### src/rtl/lab3_pkg.sv
// Shared types and constants for the keypad display path.
package lab3_pkg;

   localparam int unsigned KEY_W = 4;
   localparam int unsigned SEG_W = 7;

   typedef enum logic [1:0] {
      SHOW_NEW,
      BLANK_A,
      SHOW_OLD,
      BLANK_B
   } disp_state_t;

   localparam logic [SEG_W-1:0] SEG_BLANK = 7'b1111111;

   function automatic int unsigned max3(input int unsigned a, input int unsigned b,
                                        input int unsigned c);
      int unsigned m;
      m = (a > b) ? a : b;
      return (m > c) ? m : c;
   endfunction

endpackage

### src/rtl/key_history_display_if.sv
// Decoded-key strobe bus from the keypad decoder into the display block.
interface key_history_display_if;
   import lab3_pkg::*;

   logic             key_valid;
   logic [KEY_W-1:0] key;

   modport master (output key_valid, output key);
   modport slave  (input  key_valid, input  key);

endinterface

### src/rtl/seven_segment.sv
// Hex digit to active-low seven-segment pattern, bit order {g,f,e,d,c,b,a}.
module seven_segment
   import lab3_pkg::*;
(
   input  logic [KEY_W-1:0] digit,
   output logic [SEG_W-1:0] seg_c
);

   always_comb begin
      seg_c = SEG_BLANK;
      case (digit)
         4'h0: seg_c = 7'b1000000;
         4'h1: seg_c = 7'b1111001;
         4'h2: seg_c = 7'b0100100;
         4'h3: seg_c = 7'b0110000;
         4'h4: seg_c = 7'b0011001;
         4'h5: seg_c = 7'b0010010;
         4'h6: seg_c = 7'b0000010;
         4'h7: seg_c = 7'b1111000;
         4'h8: seg_c = 7'b0000000;
         4'h9: seg_c = 7'b0010000;
         4'hA: seg_c = 7'b0001000;
         4'hB: seg_c = 7'b0000011;
         4'hC: seg_c = 7'b1000110;
         4'hD: seg_c = 7'b0100001;
         4'hE: seg_c = 7'b0000110;
         4'hF: seg_c = 7'b0001110;
         default: seg_c = SEG_BLANK;
      endcase
   end

endmodule

### src/rtl/key_history_display.sv
// Keeps the two most recent keypad digits and time-multiplexes them onto
// the shared seven-segment bus with two active-high display enables.
module key_history_display
   import lab3_pkg::*;
#(
   parameter int unsigned REFRESH_DIV  = 20,
   parameter int unsigned BLANK_CYCLES = 2
) (
   input  logic                  clk,
   input  logic                  reset,
   key_history_display_if.slave  key_bus,
   output logic [SEG_W-1:0]      seg,
   output logic                  on1,
   output logic                  on2
);

   localparam int unsigned CNT_W      = $clog2(max3(REFRESH_DIV, BLANK_CYCLES, 2));
   localparam int unsigned SHOW_LAST  = REFRESH_DIV - 1;
   localparam int unsigned BLANK_LAST = (BLANK_CYCLES > 0) ? BLANK_CYCLES - 1 : 0;
   localparam bit          HAS_BLANK  = (BLANK_CYCLES > 0);

   disp_state_t      state;
   logic [CNT_W-1:0] cnt;
   logic [KEY_W-1:0] new_digit;
   logic [KEY_W-1:0] old_digit;
   logic             new_vld;
   logic             old_vld;

   logic [KEY_W-1:0] mux_digit_c;
   logic [SEG_W-1:0] dec_seg_c;
   logic             slot_done_c;

   // Single decoder shared by both slots; the mux follows the current state.
   always_comb begin
      mux_digit_c = (state == SHOW_OLD) ? old_digit : new_digit;
   end

   seven_segment u_seven_segment (
      .digit (mux_digit_c),
      .seg_c (dec_seg_c)
   );

   always_comb begin
      slot_done_c = 1'b0;
      if (state == SHOW_NEW || state == SHOW_OLD) begin
         slot_done_c = (cnt == CNT_W'(SHOW_LAST));
      end else begin
         slot_done_c = (cnt == CNT_W'(BLANK_LAST));
      end
   end

   // Refresh FSM, key history and registered display outputs.
   always_ff @(posedge clk) begin
      if (reset) begin
         state     <= SHOW_NEW;
         cnt       <= '0;
         new_digit <= '0;
         old_digit <= '0;
         new_vld   <= 1'b0;
         old_vld   <= 1'b0;
         on1       <= 1'b0;
         on2       <= 1'b0;
         seg       <= SEG_BLANK;
      end else begin
         if (key_bus.key_valid) begin
            old_digit <= new_digit;
            old_vld   <= new_vld;
            new_digit <= key_bus.key;
            new_vld   <= 1'b1;
         end

         if (slot_done_c) begin
            cnt <= '0;
            case (state)
               SHOW_NEW: state <= HAS_BLANK ? BLANK_A : SHOW_OLD;
               BLANK_A:  state <= SHOW_OLD;
               SHOW_OLD: state <= HAS_BLANK ? BLANK_B : SHOW_NEW;
               BLANK_B:  state <= SHOW_NEW;
               default:  state <= SHOW_NEW;
            endcase
         end else begin
            cnt <= cnt + CNT_W'(1);
         end

         // Outputs reflect the state and digits held before this edge.
         on1 <= (state == SHOW_NEW);
         on2 <= (state == SHOW_OLD);
         case (state)
            SHOW_NEW: seg <= new_vld ? dec_seg_c : SEG_BLANK;
            SHOW_OLD: seg <= old_vld ? dec_seg_c : SEG_BLANK;
            default:  seg <= SEG_BLANK;
         endcase
      end
   end

endmodule

### src/flat_wrapper.sv
// flat-port wrapper written by rule: the top's interface ports become plain ports
module key_history_display_flat import lab3_pkg::*;
#(
   parameter int unsigned REFRESH_DIV  = 20,
   parameter int unsigned BLANK_CYCLES = 2
)
  (clk, reset, seg, on1, on2, key_bus_key_valid, key_bus_key);
  key_history_display_if key_bus_i ();
  input  logic clk;
  input  logic reset;
  output logic [SEG_W-1:0] seg;
  output logic on1;
  output logic on2;
  input wire logic [$bits(key_bus_i.key_valid)-1:0] key_bus_key_valid;
  input wire logic [$bits(key_bus_i.key)-1:0] key_bus_key;
  assign key_bus_i.key_valid = key_bus_key_valid;
  assign key_bus_i.key = key_bus_key;
  key_history_display #(.REFRESH_DIV(REFRESH_DIV), .BLANK_CYCLES(BLANK_CYCLES)) u_core (.clk(clk), .reset(reset), .key_bus(key_bus_i), .seg(seg), .on1(on1), .on2(on2));
endmodule
### config.mk
export PLATFORM = sky130hd
export DESIGN_NAME = key_history_display_flat
export DESIGN_NICKNAME = d
export VERILOG_FILES = /design/src/rtl/lab3_pkg.sv /design/src/rtl/key_history_display_if.sv /design/src/rtl/seven_segment.sv /design/src/rtl/key_history_display.sv /design/src/flat_wrapper.sv
export SDC_FILE = /design/constraint.sdc
export NUM_CORES = 1
export LEC_CHECK = 0
export CORE_MARGIN = 2
export CORE_UTILIZATION = 40
export DETAILED_ROUTE_END_ITERATION = 16
export GPL_ROUTABILITY_DRIVEN = 0
export PLACE_DENSITY = 0.71
export RECOVER_POWER = 25
export SLEW_MARGIN = 0
export SYNTH_ARGS = -nofsm -noshare
export SYNTH_HDL_FRONTEND = slang
export SYNTH_SLANG_ARGS = --single-unit
### constraint.sdc
create_clock -name clk -period 2.2 [get_ports clk]
set_input_delay 0.22 -clock clk [delete_from_list [all_inputs] [get_ports clk]]
set_output_delay 0.22 -clock clk [all_outputs]
set_load 0.1 [all_outputs]
# Word level (Yosys, flattened, before mapping)

Memories as Yosys holds them, arrays and structs flattened.
Cells that the tools add are included.

Register bits: 26
Bits in latches: 0
RAM bits: 0
Memory bits (read-only): 112
Bits of input ports: 7
Output and inout bits: 9
Logic and storage cells: 25
Memories: 1

Memories:

| name             | depth | bits a word | rd ports | clocked after Yosys merged registers in | write ports | line                | RTL |
|---|---|---|---|---|---|---|---|
| (name not given) | 16    | 7           | 1        | 0                                       | 0           | seven_segment.sv:11 | `case (digit)` |

Add/sub/neg operators: 1
$mul: 0
Div/mod/pow operators: 0
$lt $le $gt $ge: 0
Eq/ne operators: 5
Shift-type cells: 0
Mux-type cells: 6
Bitwise gates (word level): 0
Reduce and logical (&&, ||, !) cells: 3

Operators with widths:

| kind                                                            | count |
|---|---|
| 7-bit two-way mux                                               | 2 |
| 7-bit case mux with 2 select lines                              | 1 |
| 2-bit case mux with 4 select lines                              | 1 |
| 5-bit by 1-bit adder with 5-bit output, second input constant   | 1 |
| 5-bit by 1-bit == test with 1-bit output, second input constant | 1 |
| 5-bit == test, second input constant                            | 1 |
| 2-bit == test, second input constant                            | 2 |
| 4-bit two-way mux                                               | 1 |
| 2-bit by 1-bit == test with 1-bit output, second input constant | 1 |
| 2-bit zero test                                                 | 1 |
| 2-bit OR reduction                                              | 1 |
| 1-bit logical OR                                                | 1 |
| 1-bit two-way mux                                               | 1 |

# Logic depth before layout (Yosys ltp)

An unclocked memory read counts as a cell.

Word-level depth: 5
Gate-level depth with buffers: 10
Mapped depth without buffers: 9

# Hierarchy

A second synthesis with hierarchy kept.

Cell total of the unflattened synthesis: 123
Area, all modules: 1277.5 µm²

Modules (own cells, without submodules):

| module              | instances | cells each | area each (µm²) | sequential area each (µm²) |
|---|---|---|---|---|
| key_history_display | 1         | 91         | 1002.2          | 520.5 |
| seven_segment       | 1         | 32         | 275.3           | 0.0 |

# Worst setup path before layout

OpenSTA, ideal clock, no wires.

Path kind: register to register
From: reg u_core.state[0]
To: reg u_core.seg[6]
Library setup time: 136 ps
Arrival time: 1856 ps
Data required time: 2064 ps
Path slack: 207 ps
Cell stages (with the launch flop): 10
Buffers on the path: 1
Period minus slack after synthesis: 1993 ps
Path through: dfxtp_1 inv_1 ha_1 buf_6 mux2i_2 inv_1 ha_1 mux2_1 a21oi_1 o311ai_1

Word-level cells in the longest chain between the ends: 5
Elaborated cells between the ends (all ways): 7
Those cells by class: eq/ne (1); mux (4); reduce/logical (1); memory (1)

Ends and longest elaborated chain:

| item                                 | line                                                 | RTL |
|---|---|---|
| start: declaration                   | key_history_display.sv:22                            | `disp_state_t state;` |
| start signal: assignment             | key_history_display.sv:75                            | `SHOW_NEW: state <= HAS_BLANK ? BLANK_A : SHOW_OLD;` |
| start signal: assignment             | key_history_display.sv:77                            | `SHOW_OLD: state <= HAS_BLANK ? BLANK_B : SHOW_NEW;` |
| 2-bit == test                        | key_history_display.sv:35, key_history_display.sv:88 |  |
| 4-bit two-way mux                    | key_history_display.sv:35                            | `mux_digit_c = (state == SHOW_OLD) ? old_digit : new_digit;` |
| memory 16 x 7 bit                    | n/a                                                  |  |
| 7-bit two-way mux (on tied branches) | key_history_display.sv:90, key_history_display.sv:89 |  |
| 7-bit case mux with 2 select lines * | key_history_display.sv:88                            | `case (state)` |
| end signal: assignment               | key_history_display.sv:89                            | `SHOW_NEW: seg <= new_vld ? dec_seg_c : SEG_BLANK;` |
| end signal: assignment               | key_history_display.sv:90                            | `SHOW_OLD: seg <= old_vld ? dec_seg_c : SEG_BLANK;` |
| end: declaration                     | key_history_display.sv:12                            | `output logic [SEG_W-1:0] seg,` |

Every way passes the cells marked *; elsewhere a longest branch is shown, timed or not.
A chain may end at the register's enable or synchronous reset.

# Worst setup path in the final report

Same ends and word-level chain as after synthesis.

==> reports/results.ini <==
[clocking]
cts_tree=done
cts_max_level=1
cts_buffer_depth=2
cts_root_buf=clkbuf_4
post_cts.resized_instances=0
cts_sinks=26
cts.clk_slew.worst_paths_ns=0.14
cts_hold_buf=0
cts_made_buffers=3
post-cts-setup-buffers=0
clock_latency_ns=0.32

[grt]
grt_pass1_wl_mm=3.76
grt_pass1_vias=920
grt_max_degree=17
antenna_found_initial=0
grt-ovfl-total=0
grt_usage=0.134

[drt]
drtIter0Drc=16
routed_wl_mm=2.19
drc=0
via_count=970
wl_per_cell_um=11.0
ant_nets=0
drtPass1Iterations=4
viasPerCell=4.90

[synthesis]
synth_flop_cell=dfxtp_1
ys_seq_elements=26
synth_adder_area_share=0.104
ys.warnings.count=0
synth_edf_count=0
synth_top_family_by_area=simple AND/OR/NAND/NOR gates
async_flop_share=0
synth_xor_area_frac=0.0332
synth_nets=157
synth_mux_area_frac=0.134
synth-simple-area-share=0.157
synthCells=139
ys_types=34
synth_compound_area_frac=0.110
syn_avg_cell_area_um2=9.50
ys_seq_area_frac=0.394
syn_area_um2=1320

[setup_path]
worst_setup_path_end_kind=register
path_max_fanout=5
crit_type=reg -> reg
crit_arrival_ns=2.24
start_kind=register
crit_required_ns=2.41

[power_and_ir_drop]
power.leakage_nw=0.649
power_density_nw_per_um2=664
power_mw=1.02
vdd_ir_drop_max_uv=436

[die]
die_w_um=61.4
dieHeight_um=61.4
rows=20
design.core.area_um2=3100
die_area_um2=3780
ioPinCount=16
initial_core_util=0.425

[placed_design]
dp_hpwl_mm=1.66
dpl_cell_area_um2=1490
port_buffers=15
dp_cells=194

[outcome]
status=completed

[sta]
timing.slew.headroom=0.571
clock.fmax_ghz=0.492
rsz0062_at_grt=false
setup_viol=0
min_period_ns=2.03
worst_clock_skew_ns=0.00733
finalHoldViolations=0
drv_slew=0
worst_pin_slew_ns=0.643
fin_crit_sh=0.924
fin_setup_tns_ns=0

[cells_and_area]
fin_util=0.494
fin_area_um2=1530
final_nets=173
instances_no_fill=198
fill_cells=319
multi_input_area_um2=711
layout-drive-gt1-share=0.143
diodes=0
seq_area_um2=520
syn2layout_area_growth_pct=16.2

[run]
maxCapViolCount=0

[min_path]
hold_class=in -> reg

layer usage:
metal / track usage / share of wire / up-vias / routed length, µm
met5: 0 / 0 / - / 0
li1: - / - / 502 / -
met1: 0.155 / 0.47 / 442 / 1040
met3: 0.0462 / 0.048 / 2 / 105
met2: 0.229 / 0.47 / 24 / 1020
met4: 0.0486 / 0.0087 / 0 / 19
registers in the layout (all words and copies together) (netlist names):
register          cells
u_core.on1            1
u_core.old_digit      4
u_core.new_vld        1
u_core.on2            1
u_core.old_vld        1
u_core.cnt            5
u_core.new_digit      4
u_core.seg            7
u_core.state          2
worst paths after layout:
check	start	endpoint	slack (ns)	cells past startpoint
setup / recovery	u_core.state[0]	u_core.seg[6]	0.17	7
setup reg to reg	u_core.state[0]	u_core.seg[6]	0.17	7
hold / removal	key_bus_key[2]	u_core.new_digit[2]	0.50	3
hold reg to reg	u_core.cnt[0]	u_core.cnt[0]	0.50	1
worst max-delay path: stages (launching register included):
cell and delay, ns:
dfxtp_1 0.32, inv_1 0.10, ha_1 0.26, mux2_1 0.42, ha_1 0.28, mux2_1 0.30
a21oi_1 0.14, o311ai_1 0.10
cells in the mapped netlist, types with 2 or more instances:
| master | number | area [µm²] |
|---|---|---|
| dfxtp_1 | 26 | 521 |
| nor2_1 | 21 | 78.8 |
| mux2i_1 | 14 | 140 |
| ha_1 | 11 | 138 |
| inv_1 | 7 | 26.3 |
| buf_2 | 5 | 25.0 |
| nand2_1 | 5 | 18.8 |
| o21ai_1 | 5 | 25.0 |
| nor2b_1 | 4 | 25.0 |
| nor3_1 | 4 | 20.0 |
| xnor2_1 | 3 | 26.3 |
| a211oi_1 | 2 | 15.0 |
| a21oi_1 | 2 | 10.0 |
| a31oi_1 | 2 | 12.5 |
| buf_6 | 2 | 22.5 |
| clkbuf_1 | 2 | 7.51 |
| mux2_1 | 2 | 22.5 |
| nand3_1 | 2 | 10.0 |
| o211a_1 | 2 | 20.0 |
| o21ai_0 | 2 | 10.0 |
| o221ai_1 | 2 | 17.5 |
| xor2_1 | 2 | 17.5 |
logic make-up after synthesis:
| group | after synthesis |
|---|---|
| DFF | 26 |
| muxes | 17 |
| buffers and inverters | 17 |
| AOI/OAI and AO/OA | 21 |
| and+or+nand+nor | 42 |
| adders and majority gates | 11 |
| xor gates and xnor gates | 5 |
per-stage QoR:
step	hold slack [ns]	worst slack, ns
floorplan	0.367	0.207
global placement	0.460	0.242
detailed placement	0.467	0.187
CTS	0.495	0.160
global route	0.500	0.0418
finish	0.496	0.167
power breakdown:
group	switching [mW]	internal (mW)
combinational	0.117	0.0621
clock	0.144	0.184
sequential	0.0185	0.493
total	0.279	0.740
layout make-up:
cell class | count | share of cell area
Inverter | 7 | 0.0171
Clock buffer | 3 | 0.0147
Timing Repair Buffer | 21 | 0.110
Clock inverter | 1 | 0.0196
Multi-Input combinational cell | 96 | 0.463
Tap cell | 44 | 0.0359
Sequential cell | 26 | 0.339
placed cells by master (no fill, tap or decap), types with 2 or more instances in the layout:
| cell type | instances |
|---|---|
| xor2_1 | 2 |
| nor3_1 | 4 |
| nand3_1 | 2 |
| xnor2_1 | 3 |
| clkdlybuf4s50_1 | 5 |
| a21oi_1 | 2 |
| o21ai_0 | 2 |
| o221ai_1 | 2 |
| dfxtp_1 | 26 |
| a31oi_1 | 2 |
| a211oi_1 | 2 |
| mux2i_1 | 14 |
| mux2_1 | 2 |
| ha_1 | 11 |
| nand2_1 | 5 |
| nor2b_1 | 4 |
| o211a_1 | 2 |
| nor2_1 | 21 |
| buf_4 | 14 |
| clkbuf_4 | 3 |
| inv_1 | 7 |
| o21ai_1 | 5 |
No activity file was read; power rests on OpenSTA's default activity.
